===== src/rtl/bootrom_loader_pkg.sv =====
// Shared definitions for the boot ROM loader: FSM state encoding and the
// default RAM destination for ROM byte 0.
package bootrom_loader_pkg;

  // Loader FSM states
  localparam logic [1:0] ST_ADDR  = 2'd0;  // present idx to the ROM, wait for data
  localparam logic [1:0] ST_WRITE = 2'd1;  // hold a RAM write until it is accepted
  localparam logic [1:0] ST_DONE  = 2'd2;  // image copied, CPU released

  // RAM address that receives ROM byte 0
  localparam logic [15:0] DEST_BASE_DEFAULT = 16'hF800;

endpackage


===== src/rtl/bootrom_loader.sv =====
// Copies a 2^ADDR_W byte boot image from a synchronous ROM into RAM starting at
// DEST_BASE, holding the CPU in reset until the copy is complete.
//
// RAM handshake: ram_we acts as "valid" and is high only in WRITE. While it is
// high, ram_addr and ram_wdata stay constant. A write is accepted on a rising
// clk edge where ram_we and ram_ready are both high; only then does the loader
// move on to the next byte.
module bootrom_loader
  import bootrom_loader_pkg::*;
#(
  parameter int          ADDR_W    = 11,
  parameter logic [15:0] DEST_BASE = DEST_BASE_DEFAULT
) (
  input  logic              clk,
  input  logic              reset_n,
  output logic [ADDR_W-1:0] rom_addr,
  input  logic [7:0]        rom_data,
  output logic [15:0]       ram_addr,
  output logic [7:0]        ram_wdata,
  output logic              ram_we,
  input  logic              ram_ready,
  input  logic              reload,
  output logic              cpu_reset_n,
  output logic              done
);

  localparam logic [ADDR_W-1:0] LAST_IDX = '1;

  logic [1:0]        state;
  logic [ADDR_W-1:0] idx;

  // FSM, byte index and the registered done / CPU reset outputs
  always_ff @(posedge clk) begin
    if (!reset_n) begin
      state       <= ST_ADDR;
      idx         <= '0;
      done        <= 1'b0;
      cpu_reset_n <= 1'b0;
    end else begin
      case (state)
        ST_ADDR: begin
          state <= ST_WRITE;
        end
        ST_WRITE: begin
          if (ram_ready) begin
            if (idx == LAST_IDX) begin
              // Done and CPU release are set on the same edge that enters DONE
              state       <= ST_DONE;
              idx         <= '0;
              done        <= 1'b1;
              cpu_reset_n <= 1'b1;
            end else begin
              state <= ST_ADDR;
              idx   <= idx + 1'b1;
            end
          end
        end
        ST_DONE: begin
          if (reload) begin
            state       <= ST_ADDR;
            idx         <= '0;
            done        <= 1'b0;
            cpu_reset_n <= 1'b0;
          end
        end
        default: begin
          state <= ST_ADDR;
          idx   <= '0;
        end
      endcase
    end
  end

  // ROM address and RAM write port; rom_data is stable through a stall
  // because idx (and hence rom_addr) does not change in WRITE until accepted
  always_comb begin
    rom_addr  = idx;
    ram_we    = (state == ST_WRITE);
    ram_addr  = DEST_BASE + 16'(idx);
    ram_wdata = rom_data;
  end

endmodule


===== config.mk =====
export PLATFORM = sky130hd
export DESIGN_NAME = bootrom_loader
export DESIGN_NICKNAME = d
export VERILOG_FILES = /design/src/rtl/bootrom_loader_pkg.sv /design/src/rtl/bootrom_loader.sv
export SDC_FILE = /design/constraint.sdc
export NUM_CORES = 1
export LEC_CHECK = 0
export CORE_ASPECT_RATIO = 1.25
export CORE_MARGIN = 2
export CORE_UTILIZATION = 37
export DETAILED_ROUTE_END_ITERATION = 8
export PLACE_DENSITY_LB_ADDON = 0.2
export SYNTH_ARGS = -nofsm -noshare
export SYNTH_HDL_FRONTEND = slang
export SYNTH_SLANG_ARGS = --single-unit

===== constraint.sdc =====
create_clock -name clk -period 1.8 [get_ports clk]
set_input_delay 0.27 -clock clk [delete_from_list [all_inputs] [get_ports clk]]
set_output_delay 0.27 -clock clk [all_outputs]
set_load 0.02 [all_outputs]

==> impl_metrics.ini, run 1 <==
[sta]
fmax_ghz = 0.602
hold_violations = 0
rsz0062_at_grt = no
finalCritPeriodShare_pct = 92.2
slew_violations = 0
finalCriticalPeriod_ns = 1.66
setup_viol = 0
clock_skew_ns = 0.00248
setup_ws_ns = 0.140

[grt]
antenna_found_initial = 0
grt_max_degree = 11
grt_pass1_wl_um = 2530
grt_pass1_vias = 599
grt-ovfl-total = 0
grt_use_total_pct = 12.8

[yosys]
avgSynthCellArea_um2 = 8.50
yosys_warnings = 0
netlist_instances = 100
ys_seq_area_share_pct = 33.0
netlist_area_um2 = 850
ys_ff_latch = 14
synth_cell_types = 28

[power_and_ir_drop]
p_leak_nw = 0.375
p_per_area_nw_per_um2 = 558
worst_ir_drop_vdd_uv = 369
p_sw_uw = 144
comb_power_share_pct = 10.0
p_sw_share_pct = 23.8
internal-power_uw = 462
p_seq_share_pct = 52.7
power.share.clock_pct = 37.3

[setup_path]
critPathLaunchType = register
crit_type = register to output port
cp_data_required_time_ns = 1.53
cp.arrival_ns = 1.39
path_max_fanout = 5
rrSetupSlack_ns = 0.20
crit_path_end_kind = output port

[placement]
dp_slack_ns = -0.00872
gp_congestion = 0.828
dp_cells = 143
dp_hpwl_um = 1260
io_buffers = 28

[final_layout]
final_nets = 130
final_cells = 147
layout-drive-gt1-share_pct = 13.8
antennaDiodeCount = 0
layout.cells.most_common = clkdlybuf4s50_1
final_cell_mix = clkdlybuf4s50_1, dfxtp_1, nand2_1, xnor2_1, nor2_1
syn_to_final_growth_pct = 27.7

[detailed_routing]
ant_nets = 0
vias = 676
drc = 0
drt-initial-drc-count = 13
routed_wl_um = 1590
dr.pass1.iters = 3
viasPerCell = 4.60
wl_per_cell_um = 10.8

[hold_path]
hold_class = register to register

[clock_network]
cts.sinks = 14
post_cts_buffers = 0
tritoncts = done
cts_buffers = 3
cts_max_level = 1
clock-root-buffer = clkbuf_4
clockBufferDepth = 2
clk_latency_ns = 0.28
cts.clk_slew.worst_paths_ns = 0.08

[floorplan]
fp.dieH_um = 57.6
placementRows = 19
coreArea_um2 = 2190
die_w_um = 46.9
initial_core_util_pct = 38.8
pin_count = 50
dieArea_um2 = 2700

[flow_run]
max_cap_viol_count = 0

[status]
status = finished, final reports clean
[flip-flops by register name (all words and copies together) (netlist names)]
name / cells
state: 2
done: 1
rom_addr: 11
[cell usage after synthesis, drive strengths merged]
cell type  instances  area [µm²]
a2111oi            1        15.0
a211oi             5        37.5
a21o               2        15.0
a21oi              6        33.8
a31oi              1        6.26
and3               1        6.26
buf               25         188
clkbuf             1        3.75
conb               1        3.75
dfxtp             14         280
ha                 1        12.5
inv                4        15.0
nand2              7        26.3
nand3              3        15.0
nand4              2        18.8
nor2               7        26.3
nor2b              1        6.26
nor3               1        5.00
o21ai              4        23.8
o31ai              2        15.0
or2                1        8.76
or3                1        6.26
or3b               1        8.76
or4                1        11.3
xnor2              7        61.3
[kinds of logic after synthesis]
logic type	Yosys count	synth area share (%)
and+or+nand+nor	26	16.3
xor gates and xnor gates	7	7.22
DFF	14	33.0
other	1	0.441
buffers and inverters	30	24.3
adders and majority gates	1	1.47
AOI/OAI and AO/OA	21	17.2
[layout make-up]
| class | instances | area (µm²) |
|---|---|---|
| Sequential cell | 14 | 280 |
| Inverter | 4 | 15.0 |
| Clock buffer | 4 | 36.3 |
| Multi-Input combinational cell | 60 | 378 |
| Timing Repair Buffer | 34 | 337 |
| Tap cell | 31 | 38.8 |
| Fill cell | 233 | 1100 |
[per-layer routing]
layer	share of wire [%]	track usage (%)	vias to the layer above	routed length, µm
met4	2.7	6.35	0	43
met3	5.7	3.48	5	90
met2	48	20.4	22	769
met5	0	0	-	0
li1	-	-	346	-
met1	43	15.3	303	686
[path summary, 6_finish.rpt]
kind | from | endpoint | cells after the start
max | rom_addr[3]$_SDFFE_PN0P_ | ram_addr[3] | 2
min | done$_SDFFE_PN0P_ | done$_SDFFE_PN0P_ | 2
max reg2reg | rom_addr[5]$_SDFFE_PN0P_ | rom_addr[9]$_SDFFE_PN0P_ | 4
min reg2reg | done$_SDFFE_PN0P_ | done$_SDFFE_PN0P_ | 2
[stage by stage]
step	utilization [%]	hold WS (ns)	cell area [µm²]	TNS, ns	power, mW
after floorplan	-	0.372	865	0	0.398
after global placement	48.0	0.483	1050	0	0.388
after detailed placement	48.0	0.496	1050	-0.0112	0.389
after CTS	49.6	0.514	1080	0	0.610
after global routing	49.6	0.540	1080	0	0.634
final	49.6	0.508	1080	0	0.606
[critical path, cell delays in order, from the launching register on]
cell	delay, ns
dfxtp_1	0.36
buf_4	0.15
clkdlybuf4s50_1	0.60
[power groups by stage]
| stage | logic (mW) | registers, mW | clock network (mW) |
|---|---|---|---|
| detailed placement | 0.0624 | 0.326 | 0 |
| floorplan | 0.0699 | 0.328 | 0 |
| finish | 0.0608 | 0.319 | 0.226 |
| CTS | 0.0615 | 0.319 | 0.229 |
| global placement | 0.0620 | 0.326 | 0 |
| global route | 0.0674 | 0.320 | 0.247 |
[what timing repair did]
item                       CTS  global route
setup endpoints to repair    1             0
hold buffers                 0             0
gates resized for setup      1             0
(Power assumes the default switching activity.)
==> inputs of run 2 (changes only) <==
Settings changed: CORE_MARGIN 2 to 1.5.
==> impl_metrics.ini, run 2 (synthesis gave the netlist of run 1 again) <==
[status]
status = finished, final reports clean

[power_and_ir_drop]
power_uw = 609
worst_ir_drop_vdd_uv = 327
power.share.clock_pct = 37.3
p_per_area_nw_per_um2 = 557
p_leak_nw = 0.380
internal-power_uw = 463
p_sw_share_pct = 24.0
comb_power_share_pct = 10.3
p_sw_uw = 146
p_seq_share_pct = 52.4

[detailed_routing]
wl_per_cell_um = 11.0
ant_nets = 0
routed_wl_um = 1630
drt-initial-drc-count = 8
viasPerCell = 4.61
vias = 683
drc = 0
dr.pass1.iters = 4

[clock_network]
cts.clk_slew.worst_paths_ns = 0.09
clockBufferDepth = 2
clock-root-buffer = clkbuf_4
post_cts_buffers = 0
tritoncts = done
cts.sinks = 14
hold_buffers = 0
cts_buffers = 3
cts_max_level = 1
clk_latency_ns = 0.28

[setup_path]
crit_path_end_kind = output port
path_max_fanout = 5
critPathLaunchType = register
cp.arrival_ns = 1.37
crit_type = register to output port
startpoint = rom_addr[3]$_SDFFE_PN0P_
rr_startpoint = rom_addr[5]$_SDFFE_PN0P_
cp_data_required_time_ns = 1.53

[floorplan]
placementRows = 19
fp.dieH_um = 56.6
pin_count = 50
die_w_um = 45.9
dieArea_um2 = 2590
initial_core_util_pct = 38.8
coreArea_um2 = 2190

[sta]
finalCriticalPeriod_ns = 1.64
slew_violations = 0
setup_ws_ns = 0.157
final.setup.tns_ns = 0
setup_viol = 0
finalCritPeriodShare_pct = 91.3
fmax_ghz = 0.609
rsz0062_at_grt = no
clock_skew_ns = 0.00152
hold_violations = 0
whs_ns = 0.508

[final_layout]
largest_reg_flops = 11
layout-drive-gt1-share_pct = 14.5
final_cell_mix = clkdlybuf4s50_1, dfxtp_1, nand2_1, xnor2_1, nor2_1
final_nets = 131
final_cells = 148
post-route-cell-area_um2 = 1090
layout.cells.most_common = clkdlybuf4s50_1
syn_to_final_growth_pct = 28.6
utilization_pct = 49.9
antennaDiodeCount = 0
fillers = 228

[grt]
grt-ovfl-total = 0
grt_pass1_vias = 652
grt_pass1_wl_um = 2660
antenna_found_initial = 0
grt_max_degree = 11
grt_use_total_pct = 13.8

[flow_run]
max_cap_viol_count = 0

[placement]
dp_hpwl_um = 1280
io_buffers = 28
dp_slack_ns = 0.00629
dp_cells = 144
place_area_um2 = 1060
gp_congestion = 0.794

[hold_path]
hp-start = done$_SDFFE_PN0P_
hold_class = register to register
run 2: final timing paths:
kind,end,slack [ns],depth (start not counted)
min reg2reg,done$_SDFFE_PN0P_,0.51,2
max,ram_addr[3],0.16,2
max reg2reg,rom_addr[9]$_SDFFE_PN0P_,0.19,4
min,done$_SDFFE_PN0P_,0.51,2
run 2: worst max-delay path, cell delays in order (launching register included):
cell             delay, ns
dfxtp_1               0.35
buf_4                 0.14
clkdlybuf4s50_1       0.60
run 2: cell type report:
class / instances / area, µm² / area share (%)
repair buffers: 35 / 344 / 31.5
multi-input cells: 60 / 378 / 34.6
inverters: 4 / 15.0 / 1.37
clock buffers: 4 / 36.3 / 3.32
well taps: 31 / 38.8 / 3.55
flip-flops and latches: 14 / 280 / 25.7
run 2: repair_timing:
action                                  CTS  global route
hold endpoints to repair                  0             0
gates resized for setup                   1             0
endpoints found under the setup margin    1             0
run 2: power groups by stage:
stage               Combinational [mW]  Sequential, mW  Clock [mW]
floorplan                       0.0699           0.328           0
CTS                             0.0639           0.319       0.231
detailed placement              0.0646           0.326           0
global route                    0.0692           0.320       0.248
global placement                0.0639           0.326           0
finish                          0.0629           0.319       0.227
run 2: per-layer routing:
metal,track usage (%),share of wire [%],up-vias
met4,7.76,0.80,0
met5,0,0,-
met3,2.57,5.0,2
met1,16.0,43,313
met2,22.6,51,19
li1,-,-,349
==> inputs of run 3 (changes only) <==
Settings changed: PLACE_DENSITY set to 0.83, PLACE_DENSITY_LB_ADDON 0.2 to unset.
==> impl_metrics.ini, run 3 (synthesis gave the netlist of run 1 again) <==
[setup_path]
crit_type = register to output port
path_max_fanout = 5
cp.arrival_ns = 1.40
critPathLaunchType = register
crit_path_end_kind = output port
rrSetupSlack_ns = 0.18
rr_startpoint = rom_addr[4]$_SDFFE_PN0P_
cp_data_required_time_ns = 1.53
reg2reg_depth = 4
regToRegEndpoint = rom_addr[9]$_SDFFE_PN0P_

[detailed_routing]
routed_wl_um = 1700
drt-initial-drc-count = 13
dr.pass1.iters = 4
ant_nets = 0
vias = 719
viasPerCell = 4.96
wl_per_cell_um = 11.7
drc = 0

[placement]
dp_hpwl_um = 1320
io_buffers = 28
dp_slack_ns = 0.00744
place_area_um2 = 1020
gp_congestion = 0.802

[sta]
setup_viol = 0
setup_ws_ns = 0.133
clock_skew_ns = 0.00754
rsz0062_at_grt = no
finalCriticalPeriod_ns = 1.67
hold_violations = 0
fmax_ghz = 0.600
final.setup.tns_ns = 0
slew_violations = 0
finalCritPeriodShare_pct = 92.6

[clock_network]
cts_resized = 1
clk_latency_ns = 0.29
cts.clk_slew.worst_paths_ns = 0.09
post_cts_buffers = 0
cts_buffers = 3
cts.sinks = 14
cts_max_level = 1
clockBufferDepth = 2
clock-root-buffer = clkbuf_4
tritoncts = done
hold_buffers = 0

[grt]
grt_use_total_pct = 14.6
grt_pass1_vias = 672
grt_pass1_wl_um = 2790
grt-ovfl-total = 0
grt_max_degree = 11
antenna_found_initial = 0

[final_layout]
final_cell_mix = clkdlybuf4s50_1, dfxtp_1, nand2_1, xnor2_1, nor2_1
antennaDiodeCount = 0
fillers = 218
layout-drive-gt1-share_pct = 12.3
layout.cells.most_common = clkdlybuf4s50_1
final_nets = 128
post-route-cell-area_um2 = 1060
syn_to_final_growth_pct = 24.4
largest_reg_flops = 11

[floorplan]
pin_count = 50
die_w_um = 45.9
initial_core_util_pct = 38.8
placementRows = 19
dieArea_um2 = 2590
coreArea_um2 = 2190
fp.dieH_um = 56.6

[hold_path]
hold_class = register to register
hp-start = done$_SDFFE_PN0P_
whs_path_depth = 2
min_to = done$_SDFFE_PN0P_

[status]
status = finished, final reports clean

[power_and_ir_drop]
p_sw_uw = 149
worst_ir_drop_vdd_uv = 389
p_sw_share_pct = 24.4
p_per_area_nw_per_um2 = 575
p_leak_nw = 0.359
p_seq_share_pct = 52.4
power_uw = 608
internal-power_uw = 460
comb_power_share_pct = 9.8
power.share.clock_pct = 37.8

[flow_run]
max_cap_viol_count = 0
==> run 3: layout make-up <==
class / count / area [µm²] / share of cell area [%]
Clock buffer: 4 / 36.3 / 3.43
Timing Repair Buffer: 32 / 309 / 29.2
Sequential cell: 14 / 280 / 26.5
Multi-Input combinational cell: 60 / 378 / 35.7
Tap cell: 31 / 38.8 / 3.67
Inverter: 4 / 15.0 / 1.42
==> run 3: per-stage QoR <==
| stage | hold slack, ns | utilization (%) | std cells |
|---|---|---|---|
| after floorplan | 0.372 | - | 104 |
| after global routing | 0.525 | 48.3 | 145 |
| final | 0.504 | 48.3 | 145 |
| after detailed placement | 0.500 | 46.7 | 141 |
| after CTS | 0.513 | 48.3 | 145 |
| after global placement | 0.477 | 46.7 | 141 |
==> run 3: worst max-delay path, stage by stage (launching register included) <==
cell and delay, ns:
dfxtp_1 0.36, buf_4 0.14, clkdlybuf4s50_1 0.60
==> run 3: power groups by stage <==
stage / sequential (mW) / clock, mW / combinational (mW)
finish: 0.319 / 0.230 / 0.0595
floorplan: 0.328 / 0 / 0.0699
global route: 0.319 / 0.241 / 0.0653
detailed placement: 0.326 / 0 / 0.0598
global placement: 0.326 / 0 / 0.0590
CTS: 0.319 / 0.231 / 0.0598
==> run 3: how the worst max path moves through the flow <==
stage / startpoint / to / slack [ns]
3_3_place_gp: ram_ready / rom_addr[9]$_SDFFE_PN0P_ / 0.05
3_5_place_dp: ram_ready / rom_addr[9]$_SDFFE_PN0P_ / 0.007
5_1_grt: rom_addr[9]$_SDFFE_PN0P_ / ram_addr[9] / 0.1
4_1_cts: rom_addr[3]$_SDFFE_PN0P_ / rom_addr[3] / 0.13
6_report: rom_addr[3]$_SDFFE_PN0P_ / rom_addr[3] / 0.13
2_1_floorplan: rom_addr[2]$_SDFFE_PN0P_ / rom_addr[9]$_SDFFE_PN0P_ / 0.11
==> run 3: per-layer routing <==
metal | wire, µm | up-vias | part of all wire (%) | GRT usage [%]
met4 | 63 | 0 | 3.7 | 11.0
met5 | 0 | - | 0 | 0
met1 | 678 | 343 | 40 | 16.8
li1 | - | 341 | - | -
met3 | 80 | 7 | 4.7 | 2.57
met2 | 875 | 28 | 52 | 22.6
